**src/rtl/vayu_ctrl_seq.sv**
```systemverilog
// vayu_ctrl_seq: multi-cycle fetch/decode/execute/writeback control sequencer for the Vayu core.
// Define VAYU_SEQ_PERF_CNT_EN to add retired-instruction and stall-cycle counters.
module vayu_ctrl_seq #(
    parameter logic [31:0] PC_RESET     = 32'h0000_0000,
    parameter logic [31:0] PC_STEP      = 32'd4,
    parameter int unsigned IMEM_TIMEOUT = 15
) (
    input  logic        clk,
    input  logic        rst,
    input  logic        ip_run,
    input  logic        ip_imem_ack,
    input  logic [31:0] ip_imem_rdata,
    input  logic        ip_reg_write,
    input  logic        ip_stall,
    output logic        op_imem_req,
    output logic [31:0] op_imem_addr,
    output logic [31:0] op_pc,
    output logic [31:0] op_instr,
    output logic        op_instr_valid,
    output logic        op_alu_en,
    output logic        op_rf_we,
    output logic        op_busy,
`ifdef VAYU_SEQ_PERF_CNT_EN
    output logic [31:0] op_retired_cnt,
    output logic [31:0] op_stall_cnt,
`endif
    output logic        op_fault
);
    typedef enum logic [2:0] {S_IDLE, S_FETCH, S_DECODE, S_EXECUTE, S_WRITEBACK, S_FAULT} state_t;
    localparam logic [7:0] TO_LAST = 8'(IMEM_TIMEOUT - 1);

    state_t      r_state, w_next;
    logic [7:0]  r_cnt;
    logic [31:0] r_pc, r_instr;
    logic        w_ack;

    assign w_ack        = r_state == S_FETCH && ip_imem_ack;
    assign op_pc        = r_pc;
    assign op_imem_addr = r_pc;
    assign op_instr     = r_instr;

    always_ff @(posedge clk or posedge rst)
        if (rst) r_state <= S_IDLE;
        else     r_state <= w_next;

    always_comb begin
        w_next         = r_state;
        op_imem_req    = 1'b0;
        op_instr_valid = 1'b0;
        op_alu_en      = 1'b0;
        op_rf_we       = 1'b0;
        op_fault       = 1'b0;
        op_busy        = r_state != S_IDLE && r_state != S_FAULT;
        case (r_state)
            S_IDLE:      w_next = ip_run ? S_FETCH : S_IDLE;
            // an ack arriving on the last allowed cycle still wins over the timeout
            S_FETCH: begin
                op_imem_req = 1'b1;
                w_next      = ip_imem_ack ? S_DECODE : (r_cnt == TO_LAST ? S_FAULT : S_FETCH);
            end
            S_DECODE: begin
                op_instr_valid = 1'b1;
                w_next         = S_EXECUTE;
            end
            S_EXECUTE: begin
                op_alu_en = 1'b1;
                w_next    = ip_stall ? S_EXECUTE : S_WRITEBACK;
            end
            S_WRITEBACK: begin
                op_rf_we = ip_reg_write;
                w_next   = ip_run ? S_FETCH : S_IDLE;
            end
            S_FAULT:     op_fault = 1'b1;
            default:     w_next = S_IDLE;
        endcase
    end

    always_ff @(posedge clk or posedge rst)
        if (rst) begin
            r_pc    <= PC_RESET;
            r_instr <= '0;
            r_cnt   <= '0;
        end else begin
            if (w_ack) begin
                r_instr <= ip_imem_rdata;
                r_cnt   <= '0;
            end else if (r_state == S_FETCH) r_cnt <= r_cnt + 8'd1;
            if (r_state == S_WRITEBACK) r_pc <= r_pc + PC_STEP;
        end

`ifdef VAYU_SEQ_PERF_CNT_EN
    logic [31:0] r_ret, r_stl;

    assign op_retired_cnt = r_ret;
    assign op_stall_cnt   = r_stl;

    always_ff @(posedge clk or posedge rst)
        if (rst) begin
            r_ret <= '0;
            r_stl <= '0;
        end else begin
            if (r_state == S_WRITEBACK) r_ret <= r_ret + 32'd1;
            if ((r_state == S_EXECUTE && ip_stall) || (r_state == S_FETCH && !ip_imem_ack)) r_stl <= r_stl + 32'd1;
        end
`endif
endmodule

```
**config.mk**
```make
export PLATFORM = sky130hd
export DESIGN_NAME = vayu_ctrl_seq
export DESIGN_NICKNAME = d
export VERILOG_FILES = /design/src/rtl/vayu_ctrl_seq.sv
export SDC_FILE = /design/constraint.sdc
export NUM_CORES = 1
export LEC_CHECK = 0
export BUFFER_PORTS_ARGS = -buffer_cell sky130_fd_sc_hd__buf_2
export CAP_MARGIN = 20
export CORE_ASPECT_RATIO = 1.1
export CORE_MARGIN = 2
export CORE_UTILIZATION = 40
export CTS_CLUSTER_DIAMETER = 200
export DETAILED_ROUTE_END_ITERATION = 10
export PLACE_DENSITY_LB_ADDON = 0.25
export SLEW_MARGIN = 40
export SYNTH_ARGS = -nofsm -noshare
export SYNTH_HDL_FRONTEND = slang
export SYNTH_SLANG_ARGS = --single-unit
export TNS_END_PERCENT = 20
```
**constraint.sdc**
```tcl
create_clock -name clk -period 3.2 [get_ports clk]
set_clock_uncertainty 0.2 [all_clocks]
set_input_delay 0.8 -clock clk [delete_from_list [all_inputs] [get_ports clk]]
set_output_delay 0.8 -clock clk [all_outputs]
set_load 0.02 [all_outputs]
```
==> results.rst <==
.. list-table::
   :header-rows: 1

   * - Metric
     - Value
   * - Period Utilization, post-route
     - 85.82%
   * - Fraction of the mapped netlist area in simple logic gates
     - 14.63%
   * - Count of input and output buffers
     - 135
   * - Vias in the first global route
     - 2265
   * - Unrepaired setup endpoints after global routing
     - false
   * - Maximum vdd ir drop
     - 0.4253 mV
   * - DRT Pass-1 Iters
     - 5
   * - Clock insertion delay at the later pin of the skew report
     - 340 ps
   * - Total instance count after detailed placement
     - 503
   * - Height of the die
     - 101.8 um
   * - Sequential share of the synthesized area
     - 52.48%
   * - Area fraction of the dominant cell type after synthesis
     - 52.48%
   * - Number of antenna violations at the first check in global routing
     - 0
   * - Commonest non-fill, non-tap cells in the layout
     - sky130_fd_sc_hd__buf_2 (135), sky130_fd_sc_hd__dfrtp_1 (73), sky130_fd_sc_hd__mux2_2 (32)
   * - Final HPWL DP
     - 5.056 mm
   * - Residual antenna-violating net count after detailed routing
     - 0
   * - Count of placed standard cells in the final layout, fillers left out
     - 519
   * - Nature of the critical path endpoint
     - primary output
   * - Resized Gates After CTS
     - 0
   * - Worst min-delay path class
     - flip-flop to flip-flop
   * - Cell area after placement
     - 4026 um2
   * - Number of buffers added for setup after CTS
     - 0
   * - Max-capacitance violation count
     - 0
   * - Total of warnings raised by yosys
     - 0
   * - Area of the die
     - 9465 um2
   * - Run status
     - finished, final reports clean
   * - Crit-path max FO
     - 12
   * - Depth of the most critical reg-to-reg path
     - 4
   * - Number of clock sinks seen by CTS
     - 73
   * - Data arrival at the endpoint of the critical path
     - 1750 ps
   * - Final Hold Violating Endpoints
     - 0
   * - Overall track demand over capacity in global routing
     - 14.78%
   * - Mean Syn Cell Area
     - 11.76 um2
   * - Standard-cell rows
     - 35
   * - Shortest clock period the worst path allows after layout
     - 2746 ps
   * - GRT Residual Overflow
     - 0
   * - Starting utilization of the core area
     - 41.40%
   * - Worst Path Class, Setup
     - flip-flop to primary output
   * - Static Leakage
     - 2.181 nW
   * - CTS tree
     - done
   * - Area of the mapped netlist
     - 3481 um2
   * - Most frequent standard cell in the layout excluding fill and tap cells
     - sky130_fd_sc_hd__buf_2
   * - Count of routing violations after the opening detailed-route iteration
     - 100
   * - Largest family of logic cells by synthesized area
     - simple AND/OR/NAND/NOR gates
   * - Startpoint class of the critical path
     - flip-flop
   * - Unique cell type count in the Yosys netlist
     - 39
   * - Biggest area consumer among synthesized cells
     - sky130_fd_sc_hd__dfrtp_1
   * - Synth Register Bits
     - 73
   * - Post-synthesis instance total
     - 296
   * - Largest net degree at the start of global routing
     - 46
   * - Post-synth EDFFs
     - 0
   * - Worst Path Required
     - 2200 ps
   * - Top-level I/O count
     - 140
   * - Post-CTS Hold Fix Bufs
     - 0
   * - Global placer's final weighted congestion
     - 0.8003
   * - Diodes inserted
     - 0
   * - Clock root buffer
     - sky130_fd_sc_hd__clkbuf_8
   * - Sum Neg Setup Slack
     - 0 ps
   * - Xor and xnor area share after synthesis
     - 8.052%
   * - Most common flop cell mapped by yosys
     - sky130_fd_sc_hd__dfrtp_1
   * - H-tree depth reported by CTS
     - 3
   * - Clk pin slew, worst setup/hold paths
     - 80 ps
   * - Depth of the worst hold-timing path
     - 1
   * - Drt via density
     - 4.792
   * - Wire length of the first global-routing pass
     - 10.88 mm
   * - Final wirelength
     - 6.935 mm
   * - Proportion of layout cells with a drive suffix above 1
     - 48.04%
   * - Power per unit of standard cell area
     - 801.0 nW/um2
   * - Transition time at the pin with the least slew margin
     - 689.5 ps
   * - Die W
     - 92.95 um
   * - Asr flop ratio synth
     - 100.0%
   * - Cells taking the most area after synthesis
     - sky130_fd_sc_hd__dfrtp_1 (52%), sky130_fd_sc_hd__mux2_2 (10%), sky130_fd_sc_hd__buf_4 (8.2%)
   * - Area Overhead vs Synth
     - 21.42%
   * - Maximum buffer depth of the clock tree
     - 2
   * - Post-route design area
     - 4227 um2
   * - Core outline area
     - 8408 um2
   * - Net total in the final layout
     - 444
   * - Routed length per placed instance
     - 13.36 um
   * - Complex-gate fraction of the synthesized area
     - 2.948%
   * - Setup violators final
     - 0
   * - Via total after detailed routing
     - 2487
   * - Max-slew violation count
     - 0
   * - Slew headroom
     - 53.65%
   * - Final Core Density
     - 50.27%
   * - Post-route DRC
     - 0
   * - Fmax
     - 364.1 MHz
   * - Adder-cell share of the synthesized area
     - 1.078%
   * - Num CTS Buffers
     - 9
   * - Multiplexer fraction of the synthesized cell area
     - 10.68%
==> cell families (layout without fill, tap and decap cells) <==
family	count (synthesis)	in the layout
AOI/OAI and AO/OA	17	17
adders and majority gates	3	3
buffers and inverters	54	163
other	1	4
DFF	73	73
and+or+nand+nor	83	83
muxes	33	33
xor gates and xnor gates	32	32
==> cell usage after synthesis, drive strengths merged (6+ instances only) <==
master,number
and4,6
buf,41
dfrtp,73
inv,9
mux2,33
nand2,12
nand3,11
nand4,13
nor2,13
nor3,10
o21ai,9
xnor2,23
xor2,9
==> layout make-up <==
type | instances | area [um2]
Fill cell | 793 | 4182
Clock inverter | 7 | 76.32
Inverter | 9 | 33.78
Tap cell | 111 | 138.9
Clock buffer | 9 | 123.9
Multi-Input combinational cell | 172 | 1316
Sequential cell | 73 | 1827
Timing Repair Buffer | 138 | 710.7
==> path summary, 6_finish.rpt <==
| path | slack [ps] | to | from |
|---|---|---|---|
| hold reg to reg | 290 | op_imem_addr[31]$_DFFE_PP0N_ | op_imem_addr[31]$_DFFE_PP0N_ |
| setup / recovery | 450 | op_imem_req | r_state[1]$_DFFE_PP0N_ |
| hold / removal | 290 | op_imem_addr[31]$_DFFE_PP0N_ | op_imem_addr[31]$_DFFE_PP0N_ |
| min in group asynchronous | 320 | op_instr[24]$_DFFE_PP0N_ | rst |
| max in group asynchronous | 1820 | op_imem_addr[17]$_DFFE_PP0N_ | rst |
| setup reg to reg | 870 | op_instr[15]$_DFFE_PP0N_ | r_state[1]$_DFFE_PP0N_ |
==> worst max-delay path, cell delays in order (launching register included) <==
cell and delay [ps]:
sky130_fd_sc_hd__dfrtp_1 500, sky130_fd_sc_hd__or3b_1 610, sky130_fd_sc_hd__inv_1 130, sky130_fd_sc_hd__buf_2 170
==> state kept, by name, summed over array words and instances (netlist names) <==
signal / flops
op_imem_addr: 30
op_instr: 32
r_cnt: 8
r_state: 3
==> where the power goes <==
part | switching, mW | internal, mW | total, mW
clock | 0.371 | 0.367 | 0.738
sequential | 0.189 | 1.19 | 1.38
combinational | 0.734 | 0.534 | 1.27
total | 1.29 | 2.09 | 3.39
==> through the flow <==
step	setup slack [ps]	hold WS [ps]	total power [mW]
6_report	453.8	286.1	3.386
5_1_grt	374.2	309.2	3.601
4_1_cts	439.3	298.0	3.438
3_5_place_dp	833.7	283.8	2.685
3_3_place_gp	859.3	264.8	2.654
2_1_floorplan	346.7	274.1	2.323
==> routing by layer <==
metal / GRT usage (%) / vias to the layer above / part of all wire, %
li1: - / 1199 / -
met1: 19.09 / 1183 / 44
met2: 22.80 / 91 / 48
met3: 3.245 / 14 / 6.2
met4: 9.163 / 0 / 2.6
met5: 0 / - / 0
No activity file was read; power rests on OpenSTA's default activity.
